File: config.mk
export PLATFORM = sky130hd
export DESIGN_NAME = arm_mem_arbiter
export DESIGN_NICKNAME = d
export VERILOG_FILES = /design/src/rtl/arm_pipeline_pkg.sv /design/src/rtl/arm_arb_pick.sv /design/src/rtl/arm_mem_arbiter.sv
export SDC_FILE = /design/constraint.sdc
export NUM_CORES = 1
export LEC_CHECK = 0
export ABC_AREA = 1
export BUFFER_PORTS_ARGS = -buffer_cell sky130_fd_sc_hd__buf_2
export CAP_MARGIN = 20
export CORE_ASPECT_RATIO = 1.2
export CORE_MARGIN = 3
export CORE_UTILIZATION = 45
export CTS_BUF_LIST = sky130_fd_sc_hd__clkbuf_16
export CTS_CLUSTER_SIZE = 20
export DETAILED_ROUTE_END_ITERATION = 8
export HOLD_SLACK_MARGIN = 0.06
export PLACE_DENSITY_LB_ADDON = 0.12
export SYNTH_ARGS = -nofsm -noshare
export SYNTH_HDL_FRONTEND = slang
export SYNTH_HIERARCHICAL = 1
export SYNTH_SLANG_ARGS = --single-unit
File: constraint.sdc
create_clock -name i_CLK -period 5 [get_ports i_CLK]
set_input_delay 1.25 -clock i_CLK [delete_from_list [all_inputs] [get_ports i_CLK]]
set_output_delay 1.25 -clock i_CLK [all_outputs]
set_load 0.005 [all_outputs]
File: src/rtl/arm_pipeline_pkg.sv
// Shared types for the instruction/data memory arbiter.
package arm_pipeline_pkg;

  typedef enum logic [1:0] {
    ARB_IDLE   = 2'd0,
    ARB_IFETCH = 2'd1,
    ARB_DATA   = 2'd2
  } arb_state_t;

  typedef enum logic {
    ARB_REQ_I = 1'b0,
    ARB_REQ_D = 1'b1
  } arb_req_t;

endpackage

File: src/rtl/arm_arb_pick.sv
// Grant selection between fetch and data requesters.
// ARM_ARB_ROUND_ROBIN_EN: on a tie, grant the requester not served last; otherwise data wins.
module arm_arb_pick
  import arm_pipeline_pkg::*;
(
  input  logic     i_IReq,
  input  logic     i_DReq,
  input  arb_req_t i_LastGrant,
  output arb_req_t o_Grant
);

`ifndef ARM_ARB_ROUND_ROBIN_EN
  logic w_unused_last;
  assign w_unused_last = (i_LastGrant == ARB_REQ_D);
`endif

  always_comb begin
    o_Grant = ARB_REQ_D;
    if (i_IReq && i_DReq) begin
`ifdef ARM_ARB_ROUND_ROBIN_EN
      o_Grant = (i_LastGrant == ARB_REQ_D) ? ARB_REQ_I : ARB_REQ_D;
`else
      o_Grant = ARB_REQ_D;
`endif
    end else if (i_IReq) begin
      o_Grant = ARB_REQ_I;
    end
  end

endmodule

File: src/rtl/arm_mem_arbiter.sv
// Single-port memory arbiter serving instruction fetch and data requesters.
// ARM_ARB_ROUND_ROBIN_EN enables round-robin tie-break (last-grant register).
//   state      | meaning
//   ARB_IDLE   | no transaction, sampling requests
//   ARB_IFETCH | fetch read on memory port
//   ARB_DATA   | data load/store on memory port
module arm_mem_arbiter
  import arm_pipeline_pkg::*;
#(
  parameter int BusWidth = 32
) (
  input  logic                i_CLK,
  input  logic                i_NRESET,
  input  logic                i_SCLR,
  input  logic                i_IReq,
  input  logic [BusWidth-1:0] i_IAddr,
  output logic                o_IValid,
  output logic [BusWidth-1:0] o_IRData,
  input  logic                i_DReq,
  input  logic                i_DWe,
  input  logic [BusWidth-1:0] i_DAddr,
  input  logic [BusWidth-1:0] i_DWData,
  output logic                o_DValid,
  output logic [BusWidth-1:0] o_DRData,
  output logic                o_MReq,
  output logic                o_MWe,
  output logic [BusWidth-1:0] o_MAddr,
  output logic [BusWidth-1:0] o_MWData,
  input  logic                i_MReady,
  input  logic [BusWidth-1:0] i_MRData,
  output logic                o_Stall_Fetch,
  output logic                o_Stall_Memory
);

  arb_state_t          r_state;
  arb_state_t          w_next_state;
  logic [BusWidth-1:0] r_addr;
  logic [BusWidth-1:0] r_wdata;
  logic                r_we;
  logic                r_ivalid;
  logic                r_dvalid;
  logic [BusWidth-1:0] r_irdata;
  logic [BusWidth-1:0] r_drdata;
  logic                r_sclr_pend;
  arb_req_t            w_last;
  arb_req_t            w_grant;
  arb_req_t            w_start_sel;
  logic                w_start;
  logic                w_complete;
  logic                w_abort;
  logic                w_ireq_eff;
  logic                w_dreq_eff;

  // A requester is not eligible in the cycle its completion pulse is visible.
  assign w_ireq_eff = i_IReq & ~r_ivalid;
  assign w_dreq_eff = i_DReq & ~r_dvalid;
  assign w_abort    = i_SCLR | r_sclr_pend;

`ifdef ARM_ARB_ROUND_ROBIN_EN
  arb_req_t r_last;
  assign w_last = r_last;
`else
  assign w_last = ARB_REQ_I;
`endif

  arm_arb_pick u_pick (
    .i_IReq      (w_ireq_eff),
    .i_DReq      (w_dreq_eff),
    .i_LastGrant (w_last),
    .o_Grant     (w_grant)
  );

  always_comb begin
    w_next_state = r_state;
    w_start      = 1'b0;
    w_start_sel  = w_grant;
    w_complete   = 1'b0;
    case (r_state)
      ARB_IDLE: begin
        if (!i_SCLR && (w_ireq_eff || w_dreq_eff)) begin
          w_start      = 1'b1;
          w_next_state = (w_grant == ARB_REQ_D) ? ARB_DATA : ARB_IFETCH;
        end
      end
      ARB_IFETCH: begin
        if (i_MReady) begin
          w_complete   = 1'b1;
          w_next_state = ARB_IDLE;
          if (!w_abort && w_dreq_eff) begin
            w_start      = 1'b1;
            w_start_sel  = ARB_REQ_D;
            w_next_state = ARB_DATA;
          end
        end
      end
      ARB_DATA: begin
        if (i_MReady) begin
          w_complete   = 1'b1;
          w_next_state = ARB_IDLE;
          if (!w_abort && w_ireq_eff) begin
            w_start      = 1'b1;
            w_start_sel  = ARB_REQ_I;
            w_next_state = ARB_IFETCH;
          end
        end
      end
      default: w_next_state = ARB_IDLE;
    endcase
  end

  always_ff @(posedge i_CLK or negedge i_NRESET) begin
    if (!i_NRESET) begin
      r_state     <= ARB_IDLE;
      r_addr      <= '0;
      r_wdata     <= '0;
      r_we        <= 1'b0;
      r_ivalid    <= 1'b0;
      r_dvalid    <= 1'b0;
      r_irdata    <= '0;
      r_drdata    <= '0;
      r_sclr_pend <= 1'b0;
    end else begin
      r_state  <= w_next_state;
      r_ivalid <= w_complete && !w_abort && (r_state == ARB_IFETCH);
      r_dvalid <= w_complete && !w_abort && (r_state == ARB_DATA);
      if (w_complete && !w_abort) begin
        if (r_state == ARB_IFETCH) begin
          r_irdata <= i_MRData;
        end else if (!r_we) begin
          r_drdata <= i_MRData;
        end
      end
      // A clear seen mid-transaction must survive until memory completes.
      if (w_complete) begin
        r_sclr_pend <= 1'b0;
      end else if (i_SCLR && (r_state != ARB_IDLE)) begin
        r_sclr_pend <= 1'b1;
      end
      if (w_start) begin
        if (w_start_sel == ARB_REQ_D) begin
          r_addr  <= i_DAddr;
          r_wdata <= i_DWData;
          r_we    <= i_DWe;
        end else begin
          r_addr  <= i_IAddr;
          r_wdata <= '0;
          r_we    <= 1'b0;
        end
      end
    end
  end

`ifdef ARM_ARB_ROUND_ROBIN_EN
  always_ff @(posedge i_CLK or negedge i_NRESET) begin
    if (!i_NRESET) begin
      r_last <= ARB_REQ_I;
    end else if (w_start) begin
      r_last <= w_start_sel;
    end
  end
`endif

  assign o_MReq         = (r_state != ARB_IDLE);
  assign o_MAddr        = r_addr;
  assign o_MWData       = r_wdata;
  assign o_MWe          = r_we;
  assign o_IValid       = r_ivalid;
  assign o_DValid       = r_dvalid;
  assign o_IRData       = r_irdata;
  assign o_DRData       = r_drdata;
  assign o_Stall_Fetch  = i_NRESET & i_IReq & ~r_ivalid;
  assign o_Stall_Memory = i_NRESET & i_DReq & ~r_dvalid;

endmodule

# After elaboration in Yosys (flattened, before gate mapping)

Index checks and enable logic that the tools add are counted.

Bits in registers: 134
Output and inout port bits: 134
Bits of input ports: 135
Logic and storage cells: 70

Muxes and demuxes: 27
Equal/unequal tests: 5
Bitwise gates (word level): 11
Reductions and logical operators: 18

Operators by type and width:

| cell                                                            | count |
|---|---|
| 32-bit two-way mux                                              | 2 |
| 1-bit two-way mux                                               | 17 |
| 2-bit two-way mux                                               | 5 |
| 1-bit logical AND                                               | 8 |
| 1-bit bitwise AND                                               | 6 |
| 2-bit inequality test, second input constant                    | 3 |
| 2-bit case mux with 3 select lines                              | 1 |
| 3-bit AND reduction                                             | 2 |
| 1-bit NOT                                                       | 4 |
| 2-bit nonzero test                                              | 2 |
| 1-bit case mux with 3 select lines                              | 1 |
| 2-bit by 1-bit == test with 1-bit output, second input constant | 1 |
| 2-bit == test, second input constant                            | 1 |
| 1-bit logical NOT                                               | 2 |
| 2-bit logical NOT                                               | 1 |
| 1-bit case mux with 2 select lines                              | 1 |
| 2-bit AND reduction                                             | 1 |
| 2-bit OR reduction                                              | 1 |
| 1-bit logical OR                                                | 1 |
| 1-bit OR                                                        | 1 |

# Longest topological paths before layout

Depth after elaboration: 8
Depth in mapped cells: 13

# Hierarchy

Netlist, hierarchy kept.

By module, submodules not included:

| module          | instances | cells an instance | area each (um2) |
|---|---|---|---|
| arm_mem_arbiter | 1         | 716               | 5950.7 |
| arm_arb_pick    | 1         | 2                 | 7.5 |

# Worst setup path after synthesis

Ideal clock, no wire load.

Path kind: input to output
Start point: input port i_IReq
End point: output port o_Stall_Fetch
Stages: 2
Required time: 3.750 ns
Arrival time: 1.400 ns
Path buffers: 0
Slack: 2.350 ns
Path through: nand2_1 > nor2_1

Longest elaborated chain between the ends: 2

Ends and longest elaborated chain:

| item                            | line                   | RTL |
|---|---|---|
| from (decl)                     | arm_mem_arbiter.sv:15  | `input logic i_IReq,` |
| 1-bit bitwise AND (2 in series) | arm_mem_arbiter.sv:171 | `assign o_Stall_Fetch = i_NRESET & i_IReq & ~r_ivalid;` |
| to (decl)                       | arm_mem_arbiter.sv:31  | `output logic o_Stall_Fetch,` |

No other way between the ends.

# Worst setup path in the final report

Start point: input port i_NRESET
End point: output port o_Stall_Fetch

Longest elaborated chain between the ends: 2

Ends and longest elaborated chain:

| item                            | line                   | RTL |
|---|---|---|
| from (decl)                     | arm_mem_arbiter.sv:13  | `input logic i_NRESET,` |
| 1-bit bitwise AND (2 in series) | arm_mem_arbiter.sv:171 |  |

No other way between the ends.

==> reports/qor.yml <==
clock_network:
  clk_latency_ps: 400
  cts_max_path_buffers: 2
  cts_tree: "built"
  cts_hold_buf: 0
  clock-sinks: 134
  clk_pin_slew_ps: 60
  cts_buffers: 17
  cts-resized-gates: 0
  htreeDepth: 4
  postCtsSetupBuffers: 0
  cts-root-buf: "clkbuf_16"
timing:
  clock_skew_ps: 7.58
  hold_viol_final: 0
  rsz0062_at_grt: "no"
  period_share_pct: 62.6
  finalSetupTns_ps: 0
  finalHoldWorstSlack_ps: 471
  tightest_slew_ps: 1050
  setup_viol: 0
  maxSlewViolCount: 0
  slew_headroom_pct: 29.9
  period_minus_slack_ps: 3130
  max_freq_mhz: 320
global_route:
  grt.busiest_layer: "met2"
  grt_use_met1_pct: 29.0
  grt_use_met3_pct: 7.90
  antenna_found_initial: 0
  grt_pass1_vias: 5289
  grt_util_all_layers_pct: 22.6
  grt_pass1_wl_mm: 26.9
  grtUsageMet2_pct: 36.0
  grt_max_degree: 66
  grt.overflow.total: 0
critical_path:
  slowest_delay_ps: 240
  cp_max_fo: 27
  worstPathArrival_ps: 1880
  endpoint_kind: "output pin"
  cp_cell_sequence: "buf_6 -> inv_1 -> nor2_1 -> buf_2"
  critical_path_class: "input port to output pin"
  start_kind: "input port"
  required_ps: 3750
  cp_slowest_cell: "buf_6"
floorplanning:
  die_h_um: 132
  die_area_um2: 14700
  rows: 45
  core_area_um2: 12800
  initial_utilization_pct: 46.6
  die_x_um: 111
  pin_count: 269
synth:
  synth_warnings: 6
  postSynthCellCount: 717
  netlist_area_um2: 5950
  avgSynthCellArea_um2: 8.30
  synth_fp_nets: 856
finish:
  nFillCells: 1214
  diodes: 0
  drive_gt1_share_pct: 32.3
  syn2layout_area_growth_pct: 32.3
  final_nets: 1111
worst_hold_path:
  hp-class: "flip-flop to flip-flop"
routing:
  drtPass1Iterations: 4
  antenna_left: 0
  wirelength_mm: 16.5
  viasPerCell: 4.74
  vias: 5446
  dr.first_iter.drc_count: 315
  wl_per_cell_um: 14.3
  drc: 0
place:
  gp_congestion: 0.844
  dp_hpwl_mm: 11.7
  portBuffers: 268
pwr:
  peakVddDrop_v: 0.000358
  p_leak_nw: 4.79
  p_per_area_nw_per_um2: 620
job:
  cap_violations: 0
run_status:
  status: "complete, no violations"
state kept, by name, indices dropped and copies added, names as in the netlist:
register and cells:
o_DRData 32, o_DValid 1, r_state 2, o_MWData 32, o_IValid 1, o_IRData 32, o_MWe 1, r_sclr_pend 1
o_MAddr 32
per-layer routing:
layer	up-vias	share of wire, %
met2	231	48
met1	2487	41
met3	21	9.5
li1	2707	-
met5	-	0
met4	0	1.8
worst paths after layout:
kind	to	startpoint	cells after the start	slack, ps
max in group asynchronous	o_DRData[2]	i_NRESET	3	2640
max reg2reg	o_MWData[1]	r_state[0]	11	2040
min reg2reg	o_MAddr[24]	o_MAddr[24]	2	470
max	o_Stall_Fetch	i_NRESET	4	1870
min	o_MAddr[24]	o_MAddr[24]	2	470
min in group asynchronous	o_MAddr[9]	i_NRESET	1	700
critical path, delay by kind of cell:
family | cells | cell delay [ps]
buffers and inverters | 3 | 480
AND/OR/NAND/NOR | 1 | 140
final cells by class:
cell class              instances  area, µm²  share of cell area, %
well taps                     164        205                   2.60
repair buffers                275       1410                   17.9
inverters                     112        420                   5.34
flip-flops and latches        134       3350                   42.6
clock buffers                  17        425                   5.40
multi-input cells             432       1920                   24.4
clock inverters                15        139                   1.76
per-stage QoR:
stage,instances,util [%],instance area [µm²],power (mW),worst slack [ps]
floorplan,717,-,5950,2.99,2350
global placement,1116,57.1,7290,3.68,1470
detailed placement,1116,57.1,7290,3.71,1450
CTS,1148,61.5,7860,4.92,1850
global route,1149,61.6,7880,5.31,1600
finish,1149,61.6,7880,4.88,1870
cells in the final DEF (no fill, tap or decap), types with 4 or more instances in the layout:
cell and instances:
inv_1 110, nor2_1 8, dfrtp_1 134, ha_1 4
buf_2 267, clkbuf_16 17, o21ai_0 68, buf_4 6
nand2_2 5, nand3_1 101, inv_6 7, nand2_1 238
where the power goes:
group	total (mW)	leakage, nW	internal, mW	switching, mW
Clock	1.19	0.277	0.694	0.495
Sequential	1.83	1.72	1.58	0.253
Combinational	1.86	2.79	0.759	1.10
Total	4.88	4.79	3.03	1.85
(Power assumes the default switching activity.)
